## config.mk

```make
export PLATFORM = sky130hd
export DESIGN_NAME = wb_stage_p
export DESIGN_NICKNAME = d
export VERILOG_FILES = /design/src/rtl/wb_stage_p.sv
export SDC_FILE = /design/constraint.sdc
export NUM_CORES = 1
export LEC_CHECK = 0
export BUFFER_PORTS_ARGS = -buffer_cell sky130_fd_sc_hd__buf_2
export CAP_MARGIN = 20
export CORE_ASPECT_RATIO = 1.4
export CORE_MARGIN = 2
export CORE_UTILIZATION = 25
export DETAILED_ROUTE_END_ITERATION = 6
export GPL_TIMING_DRIVEN = 0
export PLACE_DENSITY = 0.56
export SLEW_MARGIN = 5
export SYNTH_ARGS = -nofsm -noshare
export SYNTH_HDL_FRONTEND = slang
export SYNTH_SLANG_ARGS = --single-unit
export TNS_END_PERCENT = 1
```

## constraint.sdc

```tcl
create_clock -name clk -period 2.1 [get_ports clk]
set_input_delay 0 -clock clk [delete_from_list [all_inputs] [get_ports clk]]
set_output_delay 0 -clock clk [all_outputs]
set_load 0.02 [all_outputs]
```

## src/rtl/wb_stage_p.sv

```systemverilog
// MEM/WB pipeline register with stall/flush, sub-word load formatting and write-back select.
// Optional retired-instruction counter enabled by defining WB_RETIRE_CNT_EN.
module wb_stage_p #(
  parameter int unsigned XLEN    = 32,
  parameter int unsigned RADDR_W = 5,
  parameter int unsigned PC_INC  = 4
) (
  input  logic               clk,
  input  logic               rstn,
  input  logic               stall,
  input  logic               flush,
  input  logic               in_valid,
  input  logic [XLEN-1:0]    in_aluout,
  input  logic [XLEN-1:0]    in_mem_data,
  input  logic [XLEN-1:0]    in_pc,
  input  logic [XLEN-1:0]    in_imm,
  input  logic [1:0]         in_wdsel,
  input  logic [2:0]         in_dmtype,
  input  logic [RADDR_W-1:0] in_rd,
  input  logic               in_regwrite,
  output logic               wb_valid,
  output logic               wb_we,
  output logic [RADDR_W-1:0] wb_rd,
  output logic [XLEN-1:0]    wb_wd
`ifdef WB_RETIRE_CNT_EN
  ,
  output logic [31:0]        retire_cnt
`endif
);

  logic               valid_q, valid_d;
  logic [XLEN-1:0]    aluout_q, aluout_d;
  logic [XLEN-1:0]    mem_data_q, mem_data_d;
  logic [XLEN-1:0]    pc_q, pc_d;
  logic [XLEN-1:0]    imm_q, imm_d;
  logic [1:0]         wdsel_q, wdsel_d;
  logic [2:0]         dmtype_q, dmtype_d;
  logic [RADDR_W-1:0] rd_q, rd_d;
  logic               regwrite_q, regwrite_d;

  logic               advance;
  logic [1:0]         off;
  logic [15:0]        half_sel;
  logic [7:0]         byte_sel;
  logic [XLEN-1:0]    load_data;

  // Flush also advances the stage so a bubble replaces whatever was held.
  assign advance = flush | ~stall;

  always_comb begin
    valid_d    = valid_q;
    aluout_d   = aluout_q;
    mem_data_d = mem_data_q;
    pc_d       = pc_q;
    imm_d      = imm_q;
    wdsel_d    = wdsel_q;
    dmtype_d   = dmtype_q;
    rd_d       = rd_q;
    regwrite_d = regwrite_q;
    if (advance) begin
      valid_d    = in_valid;
      aluout_d   = in_aluout;
      mem_data_d = in_mem_data;
      pc_d       = in_pc;
      imm_d      = in_imm;
      wdsel_d    = in_wdsel;
      dmtype_d   = in_dmtype;
      rd_d       = in_rd;
      regwrite_d = in_regwrite;
    end
    if (flush) begin
      valid_d    = 1'b0;
      regwrite_d = 1'b0;
    end
  end

  always_ff @(posedge clk or negedge rstn) begin
    if (!rstn) begin
      valid_q    <= 1'b0;
      aluout_q   <= '0;
      mem_data_q <= '0;
      pc_q       <= '0;
      imm_q      <= '0;
      wdsel_q    <= '0;
      dmtype_q   <= '0;
      rd_q       <= '0;
      regwrite_q <= 1'b0;
    end else begin
      valid_q    <= valid_d;
      aluout_q   <= aluout_d;
      mem_data_q <= mem_data_d;
      pc_q       <= pc_d;
      imm_q      <= imm_d;
      wdsel_q    <= wdsel_d;
      dmtype_q   <= dmtype_d;
      rd_q       <= rd_d;
      regwrite_q <= regwrite_d;
    end
  end

  // Misaligned halves silently use the aligned half (off[0] ignored).
  assign off      = aluout_q[1:0];
  assign half_sel = mem_data_q[{off[1], 4'b0000} +: 16];
  assign byte_sel = mem_data_q[{off, 3'b000} +: 8];

  always_comb begin
    load_data = XLEN'($signed(mem_data_q[31:0]));
    case (dmtype_q)
      3'b001:  load_data = XLEN'($signed(half_sel));
      3'b010:  load_data = XLEN'(half_sel);
      3'b011:  load_data = XLEN'($signed(byte_sel));
      3'b100:  load_data = XLEN'(byte_sel);
      default: load_data = XLEN'($signed(mem_data_q[31:0]));
    endcase
  end

  always_comb begin
    wb_wd = aluout_q;
    unique case (wdsel_q)
      2'b00: wb_wd = aluout_q;
      2'b01: wb_wd = load_data;
      2'b10: wb_wd = pc_q + XLEN'(PC_INC);
      2'b11: wb_wd = imm_q;
    endcase
  end

  assign wb_valid = valid_q;
  assign wb_rd    = rd_q;
  assign wb_we    = valid_q & regwrite_q & (rd_q != '0);

`ifdef WB_RETIRE_CNT_EN
  logic [31:0] retire_cnt_q;

  always_ff @(posedge clk or negedge rstn) begin
    if (!rstn) begin
      retire_cnt_q <= '0;
    end else if (advance && valid_q) begin
      retire_cnt_q <= retire_cnt_q + 32'd1;
    end
  end

  assign retire_cnt = retire_cnt_q;
`endif

endmodule

```

Word-level counts from Yosys, hierarchy flattened
Index checks and enable logic that the tools add are counted.
Storage, ports and cells
  bits in registers: 140
  input bits: 144
  output and inout bits: 39
  word-level logic and storage cells: 32
Cells by class
  $add $sub $neg: 1
  equality and inequality tests: 7
  shifts and indexed selects: 2
  muxes and demuxes: 6
  bitwise logic cells: 4
  reduce and logical (&&, ||, !) cells: 3
Operator list (count)
  32-bit one-hot mux with 4 select lines: 2
  32-bit by 3-bit adder with 32-bit output (second input constant): 1
  32-bit by 6-bit indexed part select with 16-bit output: 1
  32-bit by 6-bit indexed part select with 8-bit output: 1
  3-bit by 2-bit == test with 1-bit output (second input constant): 2
  5-bit nonzero test: 1
  2-bit == test (second input constant): 2
  1-bit 2-to-1 mux: 4
  3-bit by 1-bit == test with 1-bit output (second input constant): 1
  3-bit == test (second input constant): 1
  1-bit bitwise AND: 2
  2-bit by 1-bit == test with 1-bit output (second input constant): 1
  2-bit logical NOT: 1
  2-bit nonzero test: 1
  1-bit inverter: 1
  1-bit OR: 1

Longest topological paths before layout
Gate-level depths: netlist of run 1.
  depth after elaboration: 4
  mapped depth: 8
  depth with buffers taken out: 6

Least setup slack after synthesis of run 1
No wires, ideal clock.
  path type: reg2out
  from: reg pc_q[2]
  to: out wb_wd[18]
  arrival: 1.974 ns
  data required time: 2.100 ns
  slack: 0.126 ns
  stages on the path, launching flop included: 6
  buffers on the path: 0
  cell sequence: dfrtp_1 > ha_1 > nand3_1 > nor3_2 > mux2i_1 > o311ai_0
On the way
  cells in the longest elaborated chain, start to end: 2
RTL lines
  start: declaration: line 34  | logic [XLEN-1:0] pc_q, pc_d;
  start signal: assignment: line 92  | pc_q <= pc_d;
  32-bit by 3-bit adder with 32-bit output: line 122  | 2'b10: wb_wd = pc_q + XLEN'(PC_INC);
  32-bit one-hot mux with 4 select lines: line 119  | unique case (wdsel_q)
  end: declaration: line 24  | output logic [XLEN-1:0] wb_wd
Every way passes these cells.

Worst setup path in the final report of run 1
  from: reg dmtype_q[0]
  to: out wb_wd[15]
On the way
  cells in the longest elaborated chain, start to end: 3
  elaborated cells on any way between the ends: 6
  classes of those cells: eq/ne (4); mux (2)
RTL lines
  start: declaration: line 37  | logic [2:0] dmtype_q, dmtype_d;
  start signal: assignment: line 95  | dmtype_q <= dmtype_d;
  3-bit == test, or another cell as far along: line 108  | case (dmtype_q)
  32-bit one-hot mux with 4 select lines *: line 108
  32-bit one-hot mux with 4 select lines *: line 119
Mark *: on every way between the ends. The rest lies on a longest branch, timed or not.

==> results of run 1 <==
[logic make-up after synthesis]
kind of cell               count (synthesis)
and+or+nand+nor                          157
DFF                                      140
muxes                                    145
buffers and inverters                     53
AOI/OAI and AO/OA                        122
adders and majority gates                  1
xor gates and xnor gates                  29
[flip-flops by register name, summed over array words and instances, names as in the netlist]
register and count:
aluout_q 32, dmtype_q 3, imm_q 32, mem_data_q 32, pc_q 32, regwrite_q 1
wb_rd 5, wb_valid 1, wdsel_q 2
[what timing repair did]
| item | in CTS | in global routing |
|---|---|---|
| endpoints found under the hold margin | 191 | 0 |
| pin swaps | 22 | 8 |
| resized for setup | 84 | 31 |
| buffers inserted | 14 | 1 |
| endpoints found under the setup margin | 32 | 80 |
| hold buffers | 143 | 0 |
[power by group]
part	internal (mW)	switching (mW)
logic	0.995	1.13
clock network	1.83	1.21
registers	2.93	0.247
[worst paths after layout]
path,cells after the start,to,slack [ns]
max,9,wb_wd[15],-0.36
min,2,regwrite_q,0.08
max reg2reg,3,wdsel_q[1],0.70
min reg2reg,1,imm_q[26],0.51
max in group asynchronous,3,pc_q[17],1.17
min in group clk,3,wb_valid,0.28
[Yosys cell counts (all sizes together) (11+ instances only)]
cell,instances
a21oi,15
a22oi,17
buf,17
clkbuf,26
dfrtp,140
mux2,134
mux2i,11
nand2,34
nand3,14
nand4,13
nor2,52
o21ai,19
o221ai,16
xnor2,14
xor2,15
[through the flow]
stage / setup TNS [ns] / total power [mW] / cell area, um^2 / hold slack [ns]
2_1_floorplan: 0 / 4.10 / 7370 / -0.296
3_3_place_gp: -162.55 / 4.85 / 8750 / 0.187
3_5_place_dp: -8.29 / 4.88 / 8790 / -0.0206
4_1_cts: -8.74 / 8.35 / 11200 / 0.0847
5_1_grt: -11.59 / 8.69 / 11300 / 0.126
6_report: -7.76 / 8.35 / 11300 / 0.0809
[layout by cell type (no fill, tap or decap), drive strengths merged, types with 3 or more instances in the layout]
cell           n
o2111ai        4
nor2          52
dlygate4sd3  143
mux2i         11
a211oi         7
nand3         14
nor4           3
buf          214
nand2         34
o211ai         6
a221oi         3
or2            3
xor2          15
or3            4
dfrtp        140
o21ai         19
and3           4
nor2b          4
o22ai          5
nand2b        10
xnor2         14
clkinv         7
inv           10
a21oi         15
nand4         13
a22oi         17
o31ai          3
o311ai         5
clkbuf        46
a2111o         5
nor3           9
o221a          3
mux2         134
o221ai        16
[metal layers]
metal | share of wire, % | routed length, um | vias to the layer above
li1 | - | - | 3122
met1 | 39 | 11700 | 3335
met2 | 52 | 15200 | 227
met3 | 3.6 | 1080 | 75
met4 | 5.3 | 1580 | 0
met5 | 0 | 0 | -
[final cells by class]
class                           instances  share of cell area (%)
Timing Repair Buffer                  341                    22.4
Multi-Input combinational cell        454                    34.8
Inverter                               10                   0.331
Clock buffer                           21                    4.15
Sequential cell                       140                    31.0
Clock inverter                         11                    1.04
Buffer                                 41                    2.07
Tap cell                              380                    4.19
[worst max-delay path: cells and delay by family, from the launching register on]
| kind | cells | cell delay [ns] |
|---|---|---|
| XOR/XNOR | 1 | 0.14 |
| AND/OR/NAND/NOR | 1 | 0.21 |
| AO/OA/AOI/OAI | 3 | 0.65 |
| buffers and inverters | 4 | 0.63 |
| flip-flops | 1 | 0.40 |
==> results.md, run 1 <==
- Status: finished with violations
- Failing checks: setup timing
- Adder-Cell Fraction of Synth Area: 0.170%
- Via count: 6,759
- Largest net degree at the start of global routing: 90
- Post-synth ARST share: 100%
- Slew HR: 42.0%
- Clock buffer depth: 2
- Reg2reg start: wdsel_q[1]
- Post-synthesis mux area share: 22.0%
- Final max-slew violation count: 0
- Global router's overall resource usage: 19.4%
- CP most frequent cell: buf_6
- H-tree Lvls: 4
- Global-route wire length before repair: ~44 mm
- CP Cell Sequence: buf_6 > or2_1 > buf_6 > xnor2_4 > buf_6 > a31o_4 > o221ai_4 > o211ai_1 > buf_4
- Worst-path clk slew: 0.06 ns
- Vias in the first global route: between 7k and 8k
- Area contributors post-synth: dfrtp_1, mux2_2, nor2_1, o221ai_1, a22oi_1
- Finished Core Util: 39.0%
- Crit path from: dmtype_q[0]
- Post-synthesis simple-gate area fraction: 10.9%
- Via/cell ratio: roughly 4.8
- Yosys warnings: 0
- RSZ-0062 raised after global routing: true
- Inst Count DP: 1,210
- CP Class: reg2out
- Footprint of the multi-input gates: a little under 4000 um^2
- #FFs+latches synth: 140
- Non-filler cells, final: ~1.4k
- Largest area contributor in the netlist: dfrtp_1
- DIE HEIGHT: roughly 210 um
- Area grow syn2layout: 53.9%
- Endpoints failing hold: 0
- Final Wtd Congestion: around 0.95
- CTS Buf Count: 17
- Leakage power figure: between 4 and 5 nW
- Die Wd: roughly 150 um
- Min Clock Period, post-route: 2.46 ns
- Met1 usage: between 20% and 30%
- Max stage delay cell, worst path: dfrtp_1
- CTS root buf: clkbuf_16
- Achievable Freq: approximately 400 MHz
- Fill count: 2,870
- Core footprint: between 20,000 and 30,000 um^2
- Syn_area_per_cell: 11.4 um^2
- Number of synthesized flops with an enable pin: 0
- Final net count: roughly 1.2k
- Yosys top cell area share: 47.6%
- Initial antenna violation count: 0
- CTS tree: built
- Setup crit start kind: register
- Worst skew pair latency: 0.43 ns
- DRC viols: 0
- Power Density: ~740 nW/um^2
- Synth Area in XOR/XNOR: 3.80%
- HPWL after DPL: 22.1 mm
- Worst Tran Pin Value: between 0.8 and 0.9 ns
- Drt total wl: between 20 and 30 mm
- Cells after Synth: 647
- Synth Area in Compound Gates: 12.4%
- Net count after synthesis: approximately 800
- Unique masters post-synth: 61
- Final Skew: 0 ns
- Maximum VDD drop: ~0.5 mV
- CP endpoint kind: output port
- Grt total ovfl: 0
- Max-cap violations: 0
- Worst EP arrival: about 2.5 ns
- Met3 Usage GRT: under 10%
- Layout cells sized above 1: roughly 44%
- Seq/Total Area, Yosys: 47.6%
- Worst endpoint required time: about 2.1 ns
- Post-Syn Area: 7370 um^2
- Top_reg_cell synth: dfrtp_1
- Register area: 3510 um^2
- Met2 Track Usage GR: about a third
- Diodes inserted: 0
- Worst slack at placement: -0.679 ns
- Final period util: 117%
- Min-Delay Path Class: in2async
- Port-buffer cells: 182
- Post-detailed-route wirelength per cell: roughly 21 um
- # rows: 74
- Num ports: about 180
- Final setup vio count: 32
- Largest family of logic cells by synthesized area: multiplexers
- Final setup margin: -0.359 ns
- CP peak stage delay: around 0.4 ns
- DRT antenna net count: 0
- Starting Density: 25.3%
- GR peak layer: met2
- # clock sinks: 140
- Initial DRC Count: roughly 360
- Crit-path max FO: 8
- Die area: ~30,000 um^2
- Pre-antenna DRT Iters: 7
Note: power is estimated with default switching activity, not from simulation.
==> run 2: changes to the inputs <==
--- a/config.mk
+++ b/config.mk
@@ -5,7 +5,7 @@
 export SDC_FILE = /design/constraint.sdc
 export NUM_CORES = 1
 export LEC_CHECK = 0
-export BUFFER_PORTS_ARGS = -buffer_cell sky130_fd_sc_hd__buf_2
+export BUFFER_PORTS_ARGS = -buffer_cell sky130_fd_sc_hd__buf_4
 export CAP_MARGIN = 20
 export CORE_ASPECT_RATIO = 1.4
 export CORE_MARGIN = 2
@@ -17,4 +17,4 @@
 export SYNTH_ARGS = -nofsm -noshare
 export SYNTH_HDL_FRONTEND = slang
 export SYNTH_SLANG_ARGS = --single-unit
-export TNS_END_PERCENT = 1
+export TNS_END_PERCENT = 100
==> run 2 against run 1 <==
Compared with the run above: the flow still finishes with violations (setup timing); hold slack better by 0.065 ns; final cell count up 1.0%; sequential share of layout area down 2.2 points; final area up 7.7%; routed wire length up 2.1%; largest cell class unchanged.
==> results.md, run 2 (synthesis gave the netlist of run 1 again) <==
- Final Cell Area: 12,200 um^2 (was 11,300 um^2)
- Wire length on met1: 12.0 mm (was 11.7 mm)
- Final max-slew violation count: 0 (unchanged)
- Inst Count DP: 1,210 (unchanged)
- Final setup margin: -0.334 ns (was -0.359 ns)
- Psw: 2.69 mW (was 2.59 mW)
- Sw Share: 30.4% (was 31.0%)
- Post-detailed-route wirelength per cell: 21.4 um (was 21.1 um)
- Core footprint: 29,100 um^2 (unchanged)
- Max-cap violations: 0 (unchanged)
- Grt total ovfl: 0 (unchanged)
- Final Wtd Congestion: 0.963 (was 0.948)
- Starting Density: 25.3% (unchanged)
- Layout cells sized above 1: 47.8% (was 43.8%)
- CTS Buf Count: 17 (unchanged)
- # clock sinks: 140 (unchanged)
- Worst endpoint required time: 2.10 ns (about the same)
- Final Skew: 0 ns (unchanged)
- Vias in the first global route: 7,313 (was 7,164)
- Combinational share of power: 28.1% (was 25.5%)
- Achievable Freq: 411 MHz (was 407 MHz)
- HPWL after DPL: 22.1 mm (about the same)
- Reg2reg start: wdsel_q[0] (was wdsel_q[1])
- Area after DPL: 9240 um^2 (was 8790 um^2)
- Initial antenna violation count: 0 (unchanged)
- Port-buffer cells: 182 (unchanged)
- # rows: 74 (unchanged)
- Failing checks: setup timing (unchanged)
- Pint: 6.16 mW (was 5.76 mW)
- Fill count: 2,859 (was 2,870)
- Largest net degree at the start of global routing: 72 (was 90)
- Sequential Power Share: 36.0% (was 38.0%)
- Commonest non-fill, non-tap cell in the layout: buf_4 (was buf_2)
- CP peak stage delay: 0.39 ns (was 0.40 ns)
- Die area: 30,900 um^2 (unchanged)
- CTS root buf: clkbuf_16 (unchanged)
- Most frequent cells in the layout: buf_4, dlygate4sd3_1, mux2_2, dfrtp_1, nor2_1 (was buf_2, dlygate4sd3_1, mux2_2, dfrtp_1, nor2_1)
- Reg2reg setup slack: 0.69 ns (was 0.70 ns)
- Top layer in use: met4 (unchanged)
- Clk pwr share: 35.9% (was 36.5%)
- H-tree Lvls: 4 (unchanged)
- Worst EP arrival: 2.43 ns (was 2.46 ns)
- Final net count: 1,166 (was 1,150)
- CP Class: reg2out (unchanged)
- Drt total wl: 30.2 mm (was 29.6 mm)
- Status: finished with violations (unchanged)
- Met3 WL: 988 um (was 1.08 mm)
- CP delay by family, top: compound AO/OA/AOI/OAI gates (unchanged)
- Reg2reg end: wdsel_q[0] (was wdsel_q[1])
- Worst Tran Pin Value: 0.845 ns (was 0.871 ns)
- DRC viols: 0 (unchanged)
- Max stage delay cell, worst path: dfrtp_1 (unchanged)
- WP buf/inv: 3 (was 4)
- CTS tree: built (unchanged)
- Global router's overall resource usage: 19.4% (about the same)
- Min Clock Period, post-route: 2.43 ns (was 2.46 ns)
- Maximum VDD drop: 0.498 mV (was 0.506 mV)
- CP Cell Sequence: buf_6 > or2_1 > buf_6 > xnor2_4 > a31o_4 > o221ai_4 > o211ai_1 > buf_4 (was buf_6 > or2_1 > buf_6 > xnor2_4 > buf_6 > a31o_4 > o221ai_4 > o211ai_1 > buf_4)
- Via/cell ratio: 4.82 (was 4.83)
- Slew HR: 43.7% (was 42.0%)
- Endpoints failing hold: 0 (unchanged)
- CP endpoint kind: output port (unchanged)
- R2R depth: 3 (unchanged)
- Met2 wire len: 15.7 mm (was 15.2 mm)
- CP most frequent cell: buf_6 (unchanged)
- Non-filler cells, final: 1,412 (was 1,398)
- Pre-antenna DRT Iters: 5 (was 7)
- Clock buffer depth: 2 (unchanged)
- Num ports: 183 (unchanged)
- Leakage power figure: 5.10 nW (was 4.81 nW)
- Setup crit start kind: register (unchanged)
- RSZ-0062 raised after global routing: true (unchanged)
- Initial DRC Count: 273 (was 356)
- Global-route wire length before repair: 43.9 mm (was 43.5 mm)
- DIE HEIGHT: 207 um (unchanged)
- Via count: 6,802 (was 6,759)
- DRT antenna net count: 0 (unchanged)
- Diodes inserted: 0 (unchanged)
- Power Density: 724 nW/um^2 (was 736 nW/um^2)
- Min-Delay Path Class: in2async (unchanged)
- Worst skew pair latency: 0.43 ns (about the same)
- Crit-path max FO: 8 (unchanged)
- Final period util: 116% (was 117%)
- Die Wd: 149 um (unchanged)
- Worst-path clk slew: 0.07 ns (was 0.06 ns)
- Area grow syn2layout: 65.7% (was 53.9%)
- Final setup vio count: 32 (unchanged)
## run 2: layout make-up
class,instances,area [um^2],area share [%]
Buffer,40,251,2.06
Clock buffer,19,433,3.55
Clock inverter,11,171,1.40
Inverter,10,37.5,0.307
Multi-Input combinational cell,454,4140,33.9
Sequential cell,140,3510,28.8
Tap cell,380,475,3.89
Timing Repair Buffer,358,3180,26.1
## run 2: metal layers
layer / vias to the layer above / GRT usage (%)
li1: 3143 / -
met1: 3363 / 22.3
met2: 227 / 34.7
met3: 69 / 2.82
met4: 0 / 10.0
met5: - / 0
## run 2: worst register-to-register path, stage by stage, from the launching register on
cell	delay (ns)
dfrtp_1	0.34
clkbuf_2	0.25
clkbuf_1	0.50
mux2_2	0.26
## run 2: power groups by stage
stage / logic, mW / clock network [mW] / registers [mW]
global placement: 1.81 / 0 / 3.20
global route: 2.62 / 3.36 / 3.21
CTS: 2.32 / 3.26 / 3.17
finish: 2.48 / 3.18 / 3.18
detailed placement: 1.82 / 0 / 3.20
floorplan: 0.989 / 0 / 3.11
## run 2: worst max-delay path by stage
stage | endpoint | cells after the start | slack [ns] | startpoint
2_1_floorplan | wb_wd[18] | 5 | 0.13 | pc_q[2]
3_3_place_gp | wb_wd[30] | 6 | -0.66 | wdsel_q[1]
3_5_place_dp | wb_wd[30] | 6 | -0.67 | wdsel_q[1]
4_1_cts | wb_wd[7] | 8 | -0.32 | dmtype_q[0]
5_1_grt | wb_wd[0] | 10 | -0.39 | dmtype_q[0]
6_report | wb_wd[15] | 8 | -0.33 | dmtype_q[0]
## run 2: per-stage QoR
| step | setup TNS (ns) | setup WS [ns] | total power, mW | hold WS, ns | util, % |
|---|---|---|---|---|---|
| 6_report | -7.09 | -0.334 | 8.84 | 0.146 | 42.0 |
| 5_1_grt | -9.62 | -0.392 | 9.19 | 0.221 | 42.0 |
| 4_1_cts | -7.39 | -0.316 | 8.74 | 0.173 | 41.0 |
| 3_5_place_dp | -7.46 | -0.669 | 5.03 | 0.0614 | 31.8 |
| 3_3_place_gp | -7.43 | -0.662 | 5.00 | 0.176 | 31.7 |
| 2_1_floorplan | 0 | 0.126 | 4.10 | -0.296 | - |
## run 2: what timing repair did
| item | 4_1_cts | 5_1_grt |
|---|---|---|
| pin swaps | 33 | 23 |
| gates cloned | 0 | 1 |
| hold buffers | 143 | 0 |
| gates resized for setup | 117 | 57 |
| setup endpoints to repair | 32 | 62 |
| buffers inserted | 21 | 10 |
| hold endpoints to repair | 209 | 0 |
